==> src/rtl/fp_div_seq.sv <==
// Sequential IEEE-754 binary32 divider, restoring radix-2, truncating.
// Fixed 28-edge latency from accept to done, specials included.
module fp_div_seq (
    input  logic        clk,
    input  logic        reset,
    input  logic        start,
    input  logic [31:0] a,
    input  logic [31:0] b,
    output logic [31:0] result,
    output logic        busy,
    output logic        done,
    output logic [3:0]  flags
);

    typedef enum logic [2:0] {
        IDLE, UNPACK, DIVIDE, NORM, PACK, DONE
    } state_t;

    state_t state, nxt;

    logic [31:0]       opa, opb;
    logic [4:0]        cnt;
    logic [25:0]       rem;
    logic [24:0]       q;
    logic [23:0]       mb;
    logic signed [9:0] ex;
    logic              sgn;
    logic              sp;
    logic [31:0]       sp_res;
    logic [3:0]        sp_flg;

    function automatic logic [26:0] step(
        input logic [25:0] r,
        input logic [23:0] d
    );
        logic        ge;
        logic [25:0] t;
        ge = r >= {2'b00, d};
        t  = ge ? r - {2'b00, d} : r;
        return {ge, t[24:0], 1'b0};
    endfunction

    logic [7:0]  ea, eb;
    logic [23:0] ma_u, mb_u;
    logic        za, zb, ia, ib, na, nb, s_u;
    logic [26:0] st0, stn;

    always_comb begin
        ea   = opa[30:23];
        eb   = opb[30:23];
        za   = ea == 8'd0;
        zb   = eb == 8'd0;
        ia   = ea == 8'hFF && opa[22:0] == 23'd0;
        ib   = eb == 8'hFF && opb[22:0] == 23'd0;
        na   = ea == 8'hFF && opa[22:0] != 23'd0;
        nb   = eb == 8'hFF && opb[22:0] != 23'd0;
        s_u  = opa[31] ^ opb[31];
        ma_u = za ? 24'd0 : {1'b1, opa[22:0]};
        mb_u = zb ? 24'd0 : {1'b1, opb[22:0]};
        st0  = step({2'b00, ma_u}, mb_u);
        stn  = step(rem, mb);
    end

    always_ff @(posedge clk or negedge reset) begin
        if (!reset) state <= IDLE;
        else        state <= nxt;
    end

    always_comb begin
        nxt = state;
        unique case (state)
            IDLE:    if (start) nxt = UNPACK;
            UNPACK:  nxt = DIVIDE;
            DIVIDE:  if (cnt == 5'd23) nxt = NORM;
            NORM:    nxt = PACK;
            PACK:    nxt = DONE;
            DONE:    nxt = IDLE;
            default: nxt = IDLE;
        endcase
    end

    assign busy = state != IDLE && state != DONE;
    assign done = state == DONE;

    always_ff @(posedge clk or negedge reset) begin
        if (!reset) begin
            opa    <= '0;
            opb    <= '0;
            cnt    <= '0;
            rem    <= '0;
            q      <= '0;
            mb     <= '0;
            ex     <= '0;
            sgn    <= 1'b0;
            sp     <= 1'b0;
            sp_res <= '0;
            sp_flg <= '0;
            result <= '0;
            flags  <= '0;
        end else begin
            unique case (state)
                IDLE: begin
                    if (start) begin
                        opa <= a;
                        opb <= b;
                    end
                end
                UNPACK: begin
                    // first quotient bit is produced here, 24 more in DIVIDE
                    rem <= st0[25:0];
                    q   <= {24'd0, st0[26]};
                    mb  <= mb_u;
                    cnt <= '0;
                    sgn <= s_u;
                    ex  <= $signed({2'b00, ea}) - $signed({2'b00, eb})
                           + 10'sd127;
                    sp     <= 1'b1;
                    sp_flg <= 4'b0000;
                    sp_res <= {s_u, 31'd0};
                    if (na || nb || (za && zb) || (ia && ib)) begin
                        sp_res <= 32'h7FC00000;
                        sp_flg <= 4'b1000;
                    end else if (ia) begin
                        sp_res <= {s_u, 8'hFF, 23'd0};
                    end else if (zb) begin
                        sp_res <= {s_u, 8'hFF, 23'd0};
                        sp_flg <= 4'b0100;
                    end else if (!(ib || za)) begin
                        sp <= 1'b0;
                    end
                end
                DIVIDE: begin
                    rem <= stn[25:0];
                    q   <= {q[23:0], stn[26]};
                    cnt <= cnt + 5'd1;
                end
                NORM: begin
                    if (!q[24]) begin
                        q  <= {q[23:0], 1'b0};
                        ex <= ex - 10'sd1;
                    end
                end
                PACK: begin
                    if (sp) begin
                        result <= sp_res;
                        flags  <= sp_flg;
                    end else if (ex >= 10'sd255) begin
                        result <= {sgn, 8'hFF, 23'd0};
                        flags  <= 4'b0010;
                    end else if (ex <= 10'sd0) begin
                        result <= {sgn, 31'd0};
                        flags  <= 4'b0001;
                    end else begin
                        result <= {sgn, ex[7:0], q[23:1]};
                        flags  <= 4'b0000;
                    end
                end
                DONE: ;
                default: ;
            endcase
        end
    end

endmodule

==> config.mk <==
export PLATFORM = sky130hd
export DESIGN_NAME = fp_div_seq
export DESIGN_NICKNAME = d
export VERILOG_FILES = /design/src/rtl/fp_div_seq.sv
export SDC_FILE = /design/constraint.sdc
export NUM_CORES = 1
export LEC_CHECK = 0
export BUFFER_PORTS_ARGS = -buffer_cell sky130_fd_sc_hd__buf_4
export CORE_MARGIN = 5
export CORE_UTILIZATION = 55
export DETAILED_ROUTE_END_ITERATION = 6
export PLACE_DENSITY = 0.77
export SKIP_CTS_REPAIR_TIMING = 1
export SLEW_MARGIN = 20
export SYNTH_ARGS = -nofsm -noshare
export SYNTH_HDL_FRONTEND = slang
export SYNTH_SLANG_ARGS = --single-unit
export TNS_END_PERCENT = 5
==> constraint.sdc <==
create_clock -name clk -period 3.3 [get_ports clk]
set_input_delay 0.495 -clock clk [delete_from_list [all_inputs] [get_ports clk]]
set_output_delay 0.495 -clock clk [all_outputs]
set_load 0.03 [all_outputs]
* Word-level counts from Yosys, hierarchy flattened
Index checks and enable logic that the tools add are counted.
Operators by class: add/subtract/negate cells 6, order comparisons 4, equality and inequality tests 12, muxes and demuxes 29, bitwise logic cells 1, reduce and logical (&&, ||, !) cells 26
Operator list (number):
- 31-bit 2-to-1 mux | 4
- 25-bit 2-to-1 mux | 3
- 25-bit one-hot mux with 3 select lines | 1
- 32-bit 2-to-1 mux | 2
- 26-bit one-hot mux with 2 select lines | 1
- 24-bit 2-to-1 mux | 2
- 23-bit zero test | 2
- 23-bit nonzero test | 2
- 26-bit by 24-bit >= comparator with 1-bit output | 1
- 24-bit by 24-bit subtractor with 25-bit output | 1
- 25-bit by 24-bit subtractor with 25-bit output | 1
- 24-bit >= comparator | 1
- 10-bit one-hot mux with 2 select lines | 1
- 8-bit == test, second input constant | 2
- 8-bit zero test | 2
- 3-bit one-hot mux with 5 select lines | 1
- 3-bit 2-to-1 mux | 4
- 9-bit by 8-bit adder with 10-bit output, second input constant | 1
- 10-bit by 9-bit >= comparator with 1-bit output, second input constant | 1
- 10-bit by 1-bit <= comparator with 1-bit output, second input constant | 1
- 10-bit 2-to-1 mux | 1
- 5-bit one-hot mux with 2 select lines | 1
- 10-bit by 2-bit subtractor with 10-bit output, second input constant | 1
- 8-bit by 8-bit subtractor with 9-bit output | 1
- 17 further kinds | 40
Storage, ports and cells: register bits after elaboration 231, bits of input ports 67, output and inout port bits 38

* Longest topological paths before layout
Gate-level depths: netlist of the first run.
depth in word-level cells 7, depth in mapped cells 17, mapped depth without buffers 14

* Worst setup path after synthesis of the first run
OpenSTA, ideal clock, no wires.
path kind reg-to-reg, start point register opa[24], end point register rem[18], library setup time 0.134 ns, arrival 3.449 ns, data required time 3.166 ns, slack -0.283 ns, stages on the path, launching flop included 17, buffers on the path 3, clock period less this slack 3.583 ns, cells stage by stage dfrtp_1 > nor4_1 > nand2_1 > clkbuf_1 > and2_1 > ha_1 > a211oi_1 > nor2_1 > o221a_1 > or4b_1 > nor3_2 > or2_1 > buf_6 > buf_12 > nor2_1 > a211oi_2 > o22ai_1
Between the ends: cells in the longest elaborated chain, start to end 5, elaborated cells between the ends (all ways) 6, those cells by class 1 x add/sub; 1 x order compare; 3 x mux; 1 x reduce/logical
RTL lines:
- from (decl) | line 21 | logic [31:0] opa, opb;
- from (signal assigned) | line 87 | opa <= '0;
- from (signal assigned) | line 104 | opa <= a;
- 8-bit zero test * | line 51 | za = ea == 8'd0;
- 24-bit 2-to-1 mux * | line 58 | ma_u = za ? 24'd0 : {1'b1, opa[22:0]};
- 24-bit by 24-bit subtractor with 25-bit output / 24-bit >= comparator (equally long branches) | line 39, 38
- 25-bit 2-to-1 mux * | line 39 | t = ge ? r - {2'b00, d} : r;
- 26-bit one-hot mux with 2 select lines * | line 101 | unique case (state)
- to (signal assigned) | line 110 | rem <= st0[25:0];
- to (signal assigned) | line 133 | rem <= stn[25:0];
- to (decl) | line 23 | logic [25:0] rem;
Every way passes the cells marked *; elsewhere a longest branch is shown, timed or not. The select of a mux whose other input is x is not followed. A chain may end at the register's enable or synchronous reset.

* Worst setup path in the final report of the first run
start point register opa[30], end point register rem[13]
Same word-level chain as after synthesis.

==> results of run 1 <==
logic make-up (layout without fill, tap and decap cells):
family / Yosys count / after routing
flops: 198 / 198
fa+ha+maj: 65 / 65
xor+xnor: 53 / 53
compound gates: 319 / 319
mux: 81 / 81
buf+inv: 117 / 353
simple gates: 433 / 433
metrics by stage:
| stage | utilization | worst slack, ns | hold slack [ns] | setup TNS [ns] | cells |
|---|---|---|---|---|---|
| final | 0.704 | -0.381 | 0.0713 | -7.23 | 1777 |
| after global routing | 0.704 | -0.502 | 0.125 | -10.90 | 1777 |
| after CTS | 0.696 | -0.556 | 0.136 | -11.69 | 1773 |
| after detailed placement | 0.665 | -0.522 | 0.466 | -10.65 | 1741 |
| after global placement | 0.665 | -0.391 | 0.462 | -7.91 | 1741 |
| after floorplan | - | -0.155 | 0.199 | -2.63 | 1266 |
cell type report:
type / count / share of cell area
Clock buffer: 17 / 0.0286
Clock inverter: 15 / 0.0148
Inverter: 54 / 0.0136
Multi-Input combinational cell: 951 / 0.446
Sequential cell: 198 / 0.334
Tap cell: 275 / 0.0232
Timing Repair Buffer: 267 / 0.140
critical path, delay by kind of cell, from the launching register on:
kind,cells,cell delay (ns)
AOI/OAI and AO/OA,2,0.47
adders and majority gates,1,0.32
DFF,1,0.42
buffers and inverters,2,0.31
and+or+nand+nor,10,2.01
routing by layer:
| metal | global-route usage | vias up | wire length (µm) | share of wire |
|---|---|---|---|---|
| met5 | 0 | - | 0 | 0 |
| met4 | 0.0628 | 0 | 529 | 0.016 |
| met3 | 0.0401 | 43 | 2010 | 0.062 |
| met2 | 0.412 | 368 | 14800 | 0.46 |
| met1 | 0.387 | 5089 | 15000 | 0.46 |
| li1 | - | 5011 | - | - |
state kept, by name, indices dropped and copies added, names as in the netlist, 4 cells and up:
register / count
mb: 24
flags: 4
q: 25
opb: 32
result: 32
rem: 25
cnt: 5
ex: 10
opa: 32
cells in the final DEF, fill, tap and decap left out, types with 5 or more instances in the layout:
cell type    n
inv_12       5
mux2_2      64
nand3_1     58
a221o_1      8
and3_1      14
ha_4         7
and2_1      22
inv_1       53
nand4_1     17
dfrtp_1    198
a22o_1      25
nand2b_1     5
nor3_1      22
nor4_1      16
nor2b_1     10
clkbuf_16   17
ha_1        55
a211oi_2    10
o21bai_1     8
o21ai_0     84
o22ai_1      8
buf_12       5
a211oi_1    11
mux2i_1     16
or3_1        6
xor2_1      24
xnor2_1     29
o21a_1      11
nor2_1      52
nand2_1    172
a21o_1      18
o31ai_1      5
a21oi_1     70
a31oi_1      7
buf_4      258
worst min path at each step:
stage / slack [ns] / end / depth (start not counted) / start
after floorplan: 0.20 / cnt[0] / 0 / reset
after global placement: 0.46 / sgn / 1 / sgn
after detailed placement: 0.47 / sp_res[22] / 2 / sp_res[22]
after CTS: 0.14 / mb[9] / 1 / reset
after global routing: 0.12 / mb[9] / 1 / reset
final: 0.07 / mb[9] / 1 / reset
==> results.toml, run 1 <==
[final_layout]
drive_gt1_frac = 0.284
register_area_um2 = 4950
diodes = 0
multiInputGateArea_um2 = 6620
nNetsFinal = 1621
syn2layout_area_growth_pct = 25.7
fillCellCount = 1586
stdcell_area_um2 = 14900

[clock_tree]
clockBufferDepth = 2
cts.sinks = 198
cts_made_buffers = 17
path_clk_slew_ns = 0.09
cts_tree = "yes"
htreeDepth = 4
root_buffer = "clkbuf_16"
clk-insertion-delay-late_ns = 0.44

[setup_path]
arrival_ns = 3.98
r2r_setup_slack_ns = -0.38
crit_fanout = 9
critPathMostFrequentCell = "buf_6"
crit_start = "opa[30]"
r2r_start = "opa[30]"
critPathSlowestCell = "or4b_4"
crit_chain = "nor4_4, nand2_2, buf_6, and2_1, ha_1, and3_1, nand2_1, and4b_1, or4b_4, nor3_4, or2_1, buf_6, nor2_2, a222oi_1, o21ai_1"
reg2reg_to = "rem[13]"
cp.required_ns = 3.60
endpoint_kind = "register"
worstSetupPathType = "register to register"
critPathLaunchType = "register"
r2r_cells = 15
crit_path_end = "rem[13]"
slowest_delay_ns = 0.53

[floorplan]
rows = 53
die_w_um = 157
io_pins = 105
die_area_um2 = 24500
start_util = 0.561
core_um2 = 21100
dieHeight_um = 157

[timing]
worst_slack_ns = -0.381
fmax_ghz = 0.272
max_slew_margin = 0.418
worst_slew_pin_slew_ns = 0.870
rsz0062_at_grt = "yes"
slew_viol_final = 0
fin_crit_sh = 1.12
skew_ns = 0.0144
final-hold-violation-count = 0
setup_viol = 26
period_needed_ns = 3.68

[synth]
synth_edf_count = 0
yosysTopAreaCellShare = 0.419
ys.flop_type = "dfrtp_1"
ys_seq_elements = 198
syn_area_um2 = 11800
synthTopCellsByArea = "dfrtp_1 (42%), ha_1 (6.6%), mux2_2 (6.1%)"
yosysSeqAreaShare = 0.419
async_flop_share = 1.00
avgSynthCellArea_um2 = 9.34
yosysWarningCount = 0
syn-num-nets = 1398
synthTopCellsByCount = "dfrtp_1 (198), nand2_1 (175), o21ai_0 (89)"
synth_mux_area_frac = 0.0754
synth_top_family_by_area = "compound AO/OA/AOI/OAI gates"
synthAdderAreaFrac = 0.0707
synthSimpleGateAreaFrac = 0.176
synth.distinct_cells = 83
synthXorXnorAreaFrac = 0.0393
syn_inst = 1266
yosysTopAreaCell = "dfrtp_1"
synth_compound_area_frac = 0.178
synth_most_common_cell = "dfrtp_1"

[routing]
wirelength_mm = 32.4
drc = 0
drtPass1Iterations = 6
dr.first_iter.drc_count = 850
vias_per_cell = 5.92
wl_per_cell_um = 18.2
dr_total_vias = 10500
detail-route-antenna-nets = 0

[global_routing]
grt_pass1_wl_mm = 52.3
gr-total-overflow = 0
grtUsageTotal = 0.263
grt_max_degree = 87
antenna_found_initial = 0
first_global_vias = 10300

[job]
maxCapViolCount = 0

[place]
placed_area_um2 = 14000
gp_congestion = 0.909
io_buffers = 104
hpwl_mm = 23.7

[worst_hold_path]
min_path_type = "primary input to asynchronous set/reset pin"

[run_status]
status = "finished with violations"
violations = "negative setup slack"
Power of run 1 is left out: the tool's default activity adds up to more than one toggle a clock period on the data nets, which glitch-free logic cannot reach.
==> run 2: changes to the inputs <==
ABC_AREA = 1   (was default)
==> results.toml, run 2 <==
[clock_tree]
cts_made_buffers = 17
htreeDepth = 4
path_clk_slew_ns = 0.09
clockBufferDepth = 2
cts_tree = "yes"
cts.sinks = 198
clk-insertion-delay-late_ns = 0.45
root_buffer = "clkbuf_16"

[routing]
drc = 0
drtPass1Iterations = 5
dr.first_iter.drc_count = 1268
vias_per_cell = 5.42
detail-route-antenna-nets = 0
dr_total_vias = 12500
wl_per_cell_um = 15.5
wirelength_mm = 35.7

[final_layout]
drive_gt1_frac = 0.111
layoutNonFillerInstCount = 2306
nNetsFinal = 2106
stdcell_area_um2 = 14900
final_cell_mix = "nand2_1 (532), inv_1 (301), dfrtp_1 (198)"
syn2layout_area_growth_pct = 13.2
diodes = 0
fillCellCount = 2147
top_regs = "opa x32, opb x32, result x32"
final_common_cell = "nand2_1"

[synth]
ys.flop_type = "dfrtp_1"
avgSynthCellArea_um2 = 6.98
async_flop_share = 1.00
yosysTopAreaCellShare = 0.376
synth_edf_count = 0
synth_most_common_cell = "nand2_1"
synthTopCellsByArea = "dfrtp_1 (38%), nand2_1 (15%), inv_1 (8.6%)"
synthTopCellsByCount = "nand2_1 (533), inv_1 (302), dfrtp_1 (198)"
syn_area_um2 = 13200
yosysWarningCount = 0
syn-num-nets = 2020
ys_seq_elements = 198
syn_inst = 1888
synth.distinct_cells = 51
yosysSeqAreaShare = 0.376
yosysTopAreaCell = "dfrtp_1"

[timing]
fin_crit_sh = 0.967
setup_viol = 0
max_slew_margin = 0.290
fmax_ghz = 0.313
period_needed_ns = 3.19
worst_slew_pin_slew_ns = 1.07
final-hold-violation-count = 0
slew_viol_final = 0
rsz0062_at_grt = "no"
skew_ns = 0.0157
tns_ns = 0

[setup_path]
r2r_setup_slack_ns = 0.11
slowest_delay_ns = 0.38
critPathSlowestCell = "dfrtp_1"
arrival_ns = 3.50
crit_fanout = 40
worstSetupPathType = "register to register"
path_delay_family = "simple AND/OR/NAND/NOR gates"
critPathMostFrequentCell = "nand2_1"
cp.required_ns = 3.61
critPathLaunchType = "register"
timing.critical_path.buf_inv = 4
endpoint_kind = "register"
crit_chain = "inv_1, nand4_1, nor2_1, inv_1, buf_12, nand2_1, ha_1, nand2_1, nand2_1, nand2_1, nand2_1, nand2_1, nand2_1, a21oi_1, nand3_2, buf_12, o211ai_1, nand3_1"

[global_routing]
gr-total-overflow = 0
antenna_found_initial = 0
grt_pass1_wl_mm = 58.9
first_global_vias = 12000
grtUsageTotal = 0.270
grt_max_degree = 110

[power]
ir_drop_mv = 0.484
finalPower_mw = 18.2
power_leakage_nw = 8.04
powerDensity_nw_per_um2 = 1220

[place]
dp.cells = 2274
io_buffers = 104
hpwl_mm = 27.2
gp_congestion = 1.05
placed_area_um2 = 14300

[floorplan]
rows = 56
core_um2 = 23500
dieHeight_um = 165
die_w_um = 165
start_util = 0.560
io_pins = 105
die_area_um2 = 27200

[run_status]
status = "finished clean"

[worst_hold_path]
min_path_type = "primary input to asynchronous set/reset pin"

[job]
maxCapViolCount = 0
run 2: per-layer routing:
metal  vias up  global-route usage  wire (µm)
li1       6166                   -          -
met1      5769               0.389      16200
met2       468               0.415      15800
met3        86              0.0504       2670
met4         0              0.0836        991
met5         -                   0          0
run 2: power breakdown:
| part | leakage [nW] | total, mW | internal, mW | switching (mW) |
|---|---|---|---|---|
| clock | 0.306 | 2.22 | 1.07 | 1.15 |
| sequential | 2.42 | 4.02 | 3.35 | 0.667 |
| combinational | 5.31 | 12.0 | 4.11 | 7.85 |
| total | 8.04 | 18.2 | 8.53 | 9.68 |
run 2: path summary, 6_finish.rpt:
path / startpoint / endpoint / cells after the start
setup / recovery: opb[29] / rem[5] / 18
hold / removal: reset / opb[9] / 1
setup reg to reg: opb[29] / rem[5] / 18
hold reg to reg: cnt[3] / cnt[3] / 1
max in group asynchronous: reset / result[18] / 2
min in group clk: a[21] / opa[21] / 2
run 2: logic make-up (layout without fill, tap and decap cells):
kind of cell / Yosys count / count (layout) / synth area share
adders and majority gates: 65 / 65 / 0.0634
buffers and inverters: 373 / 472 / 0.112
AOI/OAI and AO/OA: 260 / 260 / 0.110
and+or+nand+nor: 945 / 945 / 0.306
muxes: 9 / 9 / 0.00769
DFF: 198 / 198 / 0.376
xor gates and xnor gates: 38 / 38 / 0.0253
run 2: final cells by class:
cell class | instances | area, µm² | area share
flip-flops and latches | 198 | 4950 | 0.332
repair buffers | 123 | 983 | 0.0659
inverters | 317 | 1190 | 0.0797
multi-input cells | 1317 | 6760 | 0.453
clock inverters | 15 | 204 | 0.0137
clock buffers | 17 | 425 | 0.0285
well taps | 319 | 399 | 0.0268
run 2: worst reg2reg max path, cell delays in order, from the launching register on:
cell and delay (ns):
dfrtp_1 0.38, inv_1 0.11, nand4_1 0.15, nor2_1 0.18, inv_1 0.09, buf_12 0.16, nand2_1 0.18, ha_1 0.36
nand2_1 0.12, nand2_1 0.07, nand2_1 0.06, nand2_1 0.06, nand2_1 0.06, nand2_1 0.05, a21oi_1 0.21, nand3_2 0.12
buf_12 0.20, o211ai_1 0.36, nand3_1 0.13
run 2: per-stage QoR:
step | worst slack (ns) | hold slack (ns) | util
4_1_cts | 0.0930 | 0.00941 | 0.633
5_1_grt | 0.000496 | 0.0262 | 0.634
3_3_place_gp | 0.307 | 0.456 | 0.607
2_1_floorplan | 0.508 | 0.199 | -
6_report | 0.108 | 0.000513 | 0.634
3_5_place_dp | 0.224 | 0.468 | 0.607
Note: power is estimated with default switching activity, not from simulation.
==> run 3: changes to the inputs <==
ABC_AREA = 0   (was 1)
CTS_CLUSTER_SIZE = 40   (was default)
GPL_ROUTABILITY_DRIVEN = 0   (was default)
==> results.toml, run 3 (same netlist as run 1, synthesis figures left out) <==
[run_status]
status = "finished with violations"
violations = "negative hold slack, negative setup slack"

[setup_path]
cp.required_ns = 3.63
r2r_cells = 16
crit_fanout = 24
worstSetupPathType = "register to register"
arrival_ns = 4.03
r2r_start = "opa[23]"
r2r_setup_slack_ns = -0.40
crit_path_end = "rem[10]"
reg2reg_to = "rem[10]"
crit_start = "opa[23]"
endpoint_kind = "register"
critPathLaunchType = "register"

[clock_tree]
clk-insertion-delay-late_ns = 0.45
cts_tree = "yes"
cts_made_buffers = 17
htreeDepth = 4
root_buffer = "clkbuf_16"
path_clk_slew_ns = 0.08
cts.sinks = 198
clockBufferDepth = 2

[floorplan]
rows = 53
die_area_um2 = 24500
io_pins = 105
start_util = 0.561
core_um2 = 21100
dieHeight_um = 157
die_w_um = 157

[global_routing]
first_global_vias = 10200
grtUsageTotal = 0.260
grt_pass1_wl_mm = 51.8
antenna_found_initial = 0
gr-total-overflow = 0
grt_max_degree = 80

[timing]
skew_ns = 0.0197
fmax_ghz = 0.271
holdWs_ns = -0.00805
setup_viol = 26
slew_viol_final = 0
rsz0062_at_grt = "yes"
tns_ns = -7.29
fin_crit_sh = 1.12
worst_slack_ns = -0.397
max_slew_margin = 0.431
worst_slew_pin_slew_ns = 0.854
final-hold-violation-count = 3
period_needed_ns = 3.70

[final_layout]
fillCellCount = 1562
final_common_cell = "buf_4"
top_regs = "opa x32, opb x32, result x32"
nNetsFinal = 1618
drive_gt1_frac = 0.282
stdcell_area_um2 = 14800
layoutNonFillerInstCount = 1774
diodes = 0
final_cell_mix = "buf_4 (257), dfrtp_1 (198), nand2_1 (174)"
syn2layout_area_growth_pct = 25.1

[job]
maxCapViolCount = 0

[worst_hold_path]
min_path_type = "primary input to asynchronous set/reset pin"

[place]
dp.cells = 1740
placed_area_um2 = 14000
io_buffers = 104
hpwl_mm = 23.3

[routing]
dr_total_vias = 10500
drc = 0
vias_per_cell = 5.93
detail-route-antenna-nets = 0
dr.first_iter.drc_count = 878
drtPass1Iterations = 5
wl_per_cell_um = 17.9
wirelength_mm = 31.7
-- run 3: cell count changes in the layout (fill, tap and decap cells not counted), moves of 24 or more --
cell     previous run  this run
nand2_1           532       174
inv_1             301        53
buf_4             117       257
nor2_1            167        52
nand3_1           137        58
mux2_2              9        64
a21oi_1           109        69
nand4_1            46        17
a22o_1              1        25
-- run 3: worst min path at each step --
stage	startpoint	slack, ns	endpoint	cells after the start
2_1_floorplan	reset	0.20	cnt[0]	0
3_3_place_gp	sgn	0.46	sgn	1
3_5_place_dp	sgn	0.47	sgn	1
4_1_cts	reset	0.01	rem[8]	1
5_1_grt	reset	0.02	rem[8]	1
6_report	reset	-0.008	rem[8]	1
-- run 3: layer usage --
metal	global-route usage	vias to the layer above	wire (µm)
met5	0	-	0
met4	0.0711	0	544
met3	0.0592	45	2010
met2	0.399	328	14600
met1	0.374	5148	14600
li1	-	4999	-
-- run 3: area by class of cell --
type                    instances  area [µm²]  area share
flip-flops and latches        198        4950       0.335
clock inverters                15         205      0.0139
well taps                     275         344      0.0233
multi-input cells             951        6610       0.447
inverters                      54         203      0.0137
repair buffers                264        2040       0.138
clock buffers                  17         425      0.0288
-- run 3: critical path, cell delays in order (launching register included) --
cell     delay [ns]
dfrtp_1        0.40
nor4_1         0.27
nand2_1        0.13
buf_8          0.18
and2_4         0.18
ha_4           0.21
a21o_1         0.19
or2_0          0.21
o221a_1        0.27
or4b_4         0.50
nor3_4         0.13
buf_4          0.13
or2_4          0.12
buf_4          0.18
or3_2          0.14
a21oi_1        0.06
a221o_1        0.26
-- run 3: per-stage QoR --
| stage | setup slack (ns) | util |
|---|---|---|
| finish | -0.397 | 0.701 |
| global route | -0.682 | 0.701 |
| CTS | -0.565 | 0.694 |
| detailed placement | -0.540 | 0.664 |
| global placement | -0.536 | 0.664 |
| floorplan | -0.155 | - |
Power of run 3 is left out for the same reason.
